### src/rtl/adder_op_seq.sv
// adder_op_seq: sequencing stage wrapped around the external ripple-carry adder.
//
// An operand pair is accepted over a valid/ready handshake and registered onto
// add_a/add_b. The block waits SETTLE cycles for the carry to ripple, samples
// add_f, and presents the registered result over a second valid/ready handshake.
// This block does no arithmetic of its own; the sum comes entirely from add_f.
//
// Parameters:
//   WIDTH   operand width; must match the adder instance
//   SETTLE  cycles allowed for carry ripple before sampling (legal 1..15)
//   CNT_W   width of the completed-transaction counter
//
// Ports:
//   clk, rst_n           rising-edge clock, asynchronous active-low reset
//   in_valid/in_ready    operand handshake; op_a/op_b operands
//   add_a/add_b          registered operands driven to the adder
//   add_f                adder sum, bit WIDTH is carry-out
//   res_valid/res_ready  result handshake
//   res_sum/res_carry    registered sum and carry-out
//   res_zero             res_sum == 0 (carry ignored)
//   busy                 FSM not in IDLE
//   txn_count            completed result handshakes, wraps silently
//   res_ovf              signed-overflow flag, present only with ADD_OVF_FLAG_EN
//
// Build option: define ADD_OVF_FLAG_EN to add the res_ovf output.
//
// state     | meaning
// ----------+-----------------------------------------------------------
// ST_IDLE   | ready for an operand pair
// ST_SETTLE | operands held on the adder, settle counter running down
// ST_DONE   | result registered, waiting for res_ready

module adder_op_seq #(
  parameter int WIDTH  = 8,
  parameter int SETTLE = 2,
  parameter int CNT_W  = 8
) (
  input  logic             clk,
  input  logic             rst_n,
  input  logic             in_valid,
  output logic             in_ready,
  input  logic [WIDTH-1:0] op_a,
  input  logic [WIDTH-1:0] op_b,
  output logic [WIDTH-1:0] add_a,
  output logic [WIDTH-1:0] add_b,
  input  logic [WIDTH:0]   add_f,
  output logic             res_valid,
  input  logic             res_ready,
  output logic [WIDTH-1:0] res_sum,
  output logic             res_carry,
  output logic             res_zero,
  output logic             busy,
  output logic [CNT_W-1:0] txn_count
`ifdef ADD_OVF_FLAG_EN
  ,
  output logic             res_ovf
`endif
);

  typedef enum logic [1:0] {
    ST_IDLE   = 2'd0,
    ST_SETTLE = 2'd1,
    ST_DONE   = 2'd2
  } state_t;

  // The counter is loaded with SETTLE-1 and sampling happens on the edge it
  // reads zero, so the operands sit on the adder for exactly SETTLE edges.
  localparam logic [3:0] SETTLE_LOAD = 4'(SETTLE - 1);

  state_t     state;
  logic [3:0] settle_cnt;

  always_ff @(posedge clk or negedge rst_n) begin
    if (!rst_n) begin
      state      <= ST_IDLE;
      settle_cnt <= '0;
      add_a      <= '0;
      add_b      <= '0;
      res_sum    <= '0;
      res_carry  <= 1'b0;
      res_zero   <= 1'b0;
      res_valid  <= 1'b0;
      txn_count  <= '0;
`ifdef ADD_OVF_FLAG_EN
      res_ovf    <= 1'b0;
`endif
    end else begin
      case (state)
        ST_IDLE: begin
          if (in_valid) begin
            add_a      <= op_a;
            add_b      <= op_b;
            settle_cnt <= SETTLE_LOAD;
            state      <= ST_SETTLE;
          end
        end
        ST_SETTLE: begin
          if (settle_cnt != 4'd0) begin
            settle_cnt <= settle_cnt - 4'd1;
          end else begin
            res_sum   <= add_f[WIDTH-1:0];
            res_carry <= add_f[WIDTH];
            res_zero  <= (add_f[WIDTH-1:0] == '0);
`ifdef ADD_OVF_FLAG_EN
            // Like-signed operands whose sum changes sign.
            res_ovf   <= (add_a[WIDTH-1] == add_b[WIDTH-1]) &&
                         (add_f[WIDTH-1] != add_a[WIDTH-1]);
`endif
            res_valid <= 1'b1;
            state     <= ST_DONE;
          end
        end
        ST_DONE: begin
          // in_valid is deliberately ignored here: a new pair can only be
          // taken from IDLE, one cycle after the result handshake.
          if (res_ready) begin
            res_valid <= 1'b0;
            txn_count <= txn_count + 1'b1;
            state     <= ST_IDLE;
          end
        end
        default: state <= ST_IDLE;
      endcase
    end
  end

  // Gated with rst_n so the upstream never sees ready while reset is held.
  assign in_ready = (state == ST_IDLE) & rst_n;
  assign busy     = (state != ST_IDLE);

endmodule

### config.mk
export PLATFORM = sky130hd
export DESIGN_NAME = adder_op_seq
export DESIGN_NICKNAME = d
export VERILOG_FILES = /design/src/rtl/adder_op_seq.sv
export SDC_FILE = /design/constraint.sdc
export NUM_CORES = 1
export LEC_CHECK = 0
export CAP_MARGIN = 20
export CELL_PAD_IN_SITES_DETAIL_PLACEMENT = 0
export CELL_PAD_IN_SITES_GLOBAL_PLACEMENT = 1
export CORE_MARGIN = 3
export CORE_UTILIZATION = 37
export DETAILED_ROUTE_END_ITERATION = 10
export GPL_TIMING_DRIVEN = 0
export PLACE_DENSITY_LB_ADDON = 0.05
export SLEW_MARGIN = 20
export SYNTH_ARGS = -nofsm -noshare
export SYNTH_HDL_FRONTEND = slang
export SYNTH_SLANG_ARGS = --single-unit
### constraint.sdc
create_clock -name clk -period 4.63 [get_ports clk]
set_input_delay 0.926 -clock clk [delete_from_list [all_inputs] [get_ports clk]]
set_output_delay 0.926 -clock clk [all_outputs]
set_load 0.005 [all_outputs]
Word level (Yosys, flattened, before mapping)
Index checks and enable logic that the tools add are counted.
{"block": "totals", "out_inout_bits": 37, "input_bits": 29, "regBits": 41}
{"block": "classes", "n_addsub": 2, "n_eq_ne": 6, "n_reduce_logical": 12, "n_mux": 10, "bitwise_logic": 2}
{"operator": "$reduce_and A3 Y1", "n": 3}
{"operator": "$add A8 B1 Y8 const B", "n": 1}
{"operator": "$logic_not A8 Y1", "n": 1}
{"operator": "$mux W4", "n": 2}
{"operator": "$ne A2 B2 Y1 const B", "n": 4}
{"operator": "$pmux W4 S2", "n": 1}
{"operator": "$mux W2", "n": 3}
{"operator": "$pmux W2 S3", "n": 1}
{"operator": "$reduce_and A2 Y1", "n": 3}
{"operator": "$reduce_bool A2 Y1", "n": 3}
{"operator": "$reduce_bool A4 Y1", "n": 1}
{"operator": "$sub A4 B1 Y4 const B", "n": 1}
{"operator": "$eq A2 B1 Y1 const B", "n": 1}
{"operator": "$eq A2 B2 Y1 const B", "n": 1}
{"operator": "$logic_not A2 Y1", "n": 1}
{"operator": "$mux W1", "n": 2}
{"operator": "$pmux W1 S2", "n": 1}
{"operator": "$and A1 B1 Y1", "n": 1}
{"operator": "$not A1 Y1", "n": 1}

Longest topological paths before layout
{"block": "logic_depth", "ltp_word": 3, "depth_mapped": 6}

Least setup slack after synthesis
No wires, ideal clock.
{"block": "synth_timing", "path_type": "input to output", "start": "input port rst_n", "end": "output port in_ready", "path_stages": 2, "setup_slack_ps": 2648, "arrival_ps": 1056, "cell_sequence": "inv_1 > nor2_1"}
{"block": "synth_between", "elab_chain_len": 1}
{"element": "start, declared", "line": "39", "rtl": "input logic rst_n,"}
{"element": "$and A1 B1 Y1", "line": "128", "rtl": "assign in_ready = (state == ST_IDLE) & rst_n;"}
{"element": "end, declared", "line": "41", "rtl": "output logic in_ready,"}
Every way passes these cells.

Worst setup path after layout
Ends and elaborated chain as after synthesis.

==> results.cfg <==
[outcome]
outcome = finished, final reports clean

[placed_design]
place.gp.congestion = 0.759
detailedPlace.worstSlack_ps = 1390
place.port_buffers = 65
dp_hpwl_um = 2970
dp_cells = 245

[synthesis]
syn-cell-area_mm2 = 0.00179
ys_types = 36
synth_fp_nets = 158
synth-seq-area-share_pct = 57.2
yosysWarningCount = 0
avgSynthCellArea_um2 = 14.1
synth.ff_latch_count = 41
synthCells = 127

[timing]
timing.setup.tns_ps = 0
maxSlewViolCount = 0
min_period_over_period_pct = 68.6
timing_worst_slew_pin_value_ps = 510
finalCriticalPeriod_ps = 3180
clock.fmax_ghz = 0.315
final-hold-violation-count = 0
grt_setup_unrepaired = no
finalHoldWorstSlack_ps = 474
clock_skew_ps = 3.28
timing.slew.headroom_pct = 66.0
final_critical_path_setup_slack_ps = 1450
setup_viol_count_final = 0

[clocking]
cts_hold_buf = 0
cts_max_path_buffers = 2
cts_max_level = 2
cts_root_buffer = sky130_fd_sc_hd__clkbuf_8
setup_buffers_after_cts = 0
worst_skew_pair.late_latency_ps = 290
postCtsResizedCells = 0
clk_pin_slew_ps = 80
clock_tree_from_tritoncts = yes
cts_sink_cnt = 41
tritoncts.num_buffers = 5

[min_path]
min_delay_worst_endpoint = txn_count[7]
worst_hold_startpoint = txn_count[7]
holdPathStages = 1
min_path_type = flop to flop

[cells_and_area]
drive_above_1_share_pct = 23.0
area_growth_pct = 47.0
post_layout_nonfiller_instances = 252
final_net_count = 231
n_antenna_cell = 0
fill_cells = 369

[worst_setup_path]
required_ps = 3700
critPathMaxStageDelay_ps = 530
number_of_cells_traversed_by_the_worst_register_to_register_path = 6
crit_type = primary input to output port
setup.worst_path.start_class = primary input
crit_path_max_fanout = 22
crit_chain = buf_2 -> buf_16 -> inv_1 -> nor2_1 -> clkdlybuf4s50_1
crit-reg2reg-capture = res_carry
cpMaxStageDelayCell = sky130_fd_sc_hd__clkdlybuf4s50_1
r2r_slack_ps = 2760
critPathLaunch = rst_n
cp-end-kind = output port
worstPathArrival_ps = 2250
rr_startpoint = settle_cnt[0]

[grt]
grt_overflow_total = 0
grt_pass1_vias = 1284
wire_length_of_the_first_global_routing_pass_um = 6110
overall_global_routing_resource_usage_pct = 14.6
antenna_found_initial = 0
grt_start_max_net_pins = 23

[detailed_routing]
drt-vias-per-instance = 4.98
drc_errors = 0
first_drt_iteration_drcs = 35
detail-route-antenna-nets = 0
drtPass1Iterations = 4
wire_per_inst_um = 15.1
final_wirelength_um = 3810
route.vias.total = 1255

[power]
power.leakage_nw = 1.15
vdd_ir_drop_max_uv = 303
intPower_mw = 1.17
power.share.sequential_pct = 37.4
fin_total_pwr_mw = 1.63
power.switching_fraction_pct = 28.0
power.clock.fraction_pct = 16.8
powerDensity_mw_per_mm2 = 618
comb_power_share_pct = 45.8
switchingPower_mw = 0.456

[floorplan]
coreArea_mm2 = 0.00450
die_w_um = 75.6
die_area_mm2 = 0.00572
die_height_um = 75.6
num_rows = 24
start_util_pct = 39.8
ioPinCount = 66

[job]
drv_cap = 0
-- final cells by class --
class,instances,area (um^2),area share [%]
Buffer,4,47.5,1.80
Clock buffer,5,68.8,2.61
Clock inverter,2,35.0,1.33
Inverter,5,18.8,0.712
Multi-Input combinational cell,77,701,26.6
Sequential cell,41,1030,38.9
Tap cell,52,65.1,2.47
Timing Repair Buffer,66,673,25.5
-- per-layer routing --
metal	GRT usage (%)	part of all wire [%]	vias to the layer above
li1	-	-	589
met4	4.08	1.1	0
met1	17.7	44	619
met5	0	0	-
met2	24.4	49	42
met3	5.28	6.1	5
-- placed cells by master (no fill, tap or decap), types with 3 or more instances in the layout --
cell / count
sky130_fd_sc_hd__xor2_1: 4
sky130_fd_sc_hd__nand2_1: 6
sky130_fd_sc_hd__nor3_1: 5
sky130_fd_sc_hd__clkbuf_8: 5
sky130_fd_sc_hd__mux2_4: 7
sky130_fd_sc_hd__clkdlybuf4s50_1: 64
sky130_fd_sc_hd__mux2_2: 20
sky130_fd_sc_hd__inv_1: 5
sky130_fd_sc_hd__nand3_1: 5
sky130_fd_sc_hd__xnor2_1: 3
sky130_fd_sc_hd__dfrtp_1: 41
-- sequential cells by signal, summed over array words and instances, names as in the netlist --
register / flops
add_a: 8
add_b: 8
res_sum: 8
txn_count: 8
settle_cnt: 4
state: 2
res_carry: 1
res_valid: 1
res_zero: 1
-- worst max-delay path by stage --
| stage | slack (ps) | depth (start not counted) | end |
|---|---|---|---|
| final | 1450 | 5 | in_ready |
| after global routing | 1300 | 5 | in_ready |
| after CTS | 1390 | 5 | in_ready |
| after detailed placement | 1390 | 5 | in_ready |
| after global placement | 220 | 4 | in_ready |
| after floorplan | 2650 | 2 | in_ready |
-- logic make-up after synthesis --
family,share of synthesized area (%)
buffers and inverters,3.70
muxes,19.0
DFF,57.2
AOI/OAI and AO/OA,2.37
xor gates and xnor gates,3.42
and+or+nand+nor,12.9
adders and majority gates,1.40
-- Yosys cell counts --
library cell / instances / area (um^2)
sky130_fd_sc_hd__dfrtp_1: 41 / 1030
sky130_fd_sc_hd__mux2_2: 20 / 225
sky130_fd_sc_hd__mux2_4: 7 / 105
sky130_fd_sc_hd__nand2_1: 6 / 22.5
sky130_fd_sc_hd__inv_1: 5 / 18.8
sky130_fd_sc_hd__nand3_1: 5 / 25.0
sky130_fd_sc_hd__nor3_1: 5 / 25.0
sky130_fd_sc_hd__xor2_1: 4 / 35.0
sky130_fd_sc_hd__xnor2_1: 3 / 26.3
sky130_fd_sc_hd__buf_6: 2 / 22.5
sky130_fd_sc_hd__ha_1: 2 / 25.0
sky130_fd_sc_hd__nor2_1: 2 / 7.51
sky130_fd_sc_hd__nor4_1: 2 / 12.5
sky130_fd_sc_hd__a21o_1: 1 / 7.51
sky130_fd_sc_hd__a21oi_1: 1 / 5.00
sky130_fd_sc_hd__a22o_1: 1 / 8.76
sky130_fd_sc_hd__a311oi_1: 1 / 8.76
sky130_fd_sc_hd__and2_1: 1 / 6.26
sky130_fd_sc_hd__and3_1: 1 / 6.26
sky130_fd_sc_hd__and3b_4: 1 / 12.5
sky130_fd_sc_hd__and4b_1: 1 / 10.0
sky130_fd_sc_hd__and4bb_2: 1 / 12.5
sky130_fd_sc_hd__buf_12: 1 / 20.0
sky130_fd_sc_hd__buf_2: 1 / 5.00
sky130_fd_sc_hd__mux2i_1: 1 / 10.0
sky130_fd_sc_hd__nand3b_1: 1 / 7.51
sky130_fd_sc_hd__nand4_1: 1 / 6.26
sky130_fd_sc_hd__nor2_8: 1 / 20.0
sky130_fd_sc_hd__nor2b_1: 1 / 6.26
sky130_fd_sc_hd__nor3b_1: 1 / 7.51
sky130_fd_sc_hd__nor3b_4: 1 / 18.8
sky130_fd_sc_hd__o21ai_0: 1 / 5.00
sky130_fd_sc_hd__o21bai_1: 1 / 7.51
sky130_fd_sc_hd__or2_2: 1 / 6.26
sky130_fd_sc_hd__or2_4: 1 / 8.76
sky130_fd_sc_hd__or4b_1: 1 / 10.0
-- worst max-delay path: cells and delay by family --
family / cells / cell delay, ps
buffers and inverters: 4 / 1220
and+or+nand+nor: 1 / 100
-- stage by stage --
step	util, %	instance area [um^2]
3_5_place_dp	56.2	2530
5_1_grt	58.5	2640
6_report	58.5	2640
3_3_place_gp	55.7	2510
2_1_floorplan	-	1790
4_1_cts	58.5	2640
-- power groups by stage --
stage / combinational [mW] / clock, mW / sequential (mW)
final: 0.746 / 0.274 / 0.609
after global routing: 0.813 / 0.304 / 0.628
after CTS: 0.762 / 0.285 / 0.611
after detailed placement: 0.761 / 0 / 0.617
after global placement: 0.737 / 0 / 0.605
after floorplan: 0.374 / 0 / 0.617
Note: power is estimated with default switching activity, not from simulation.
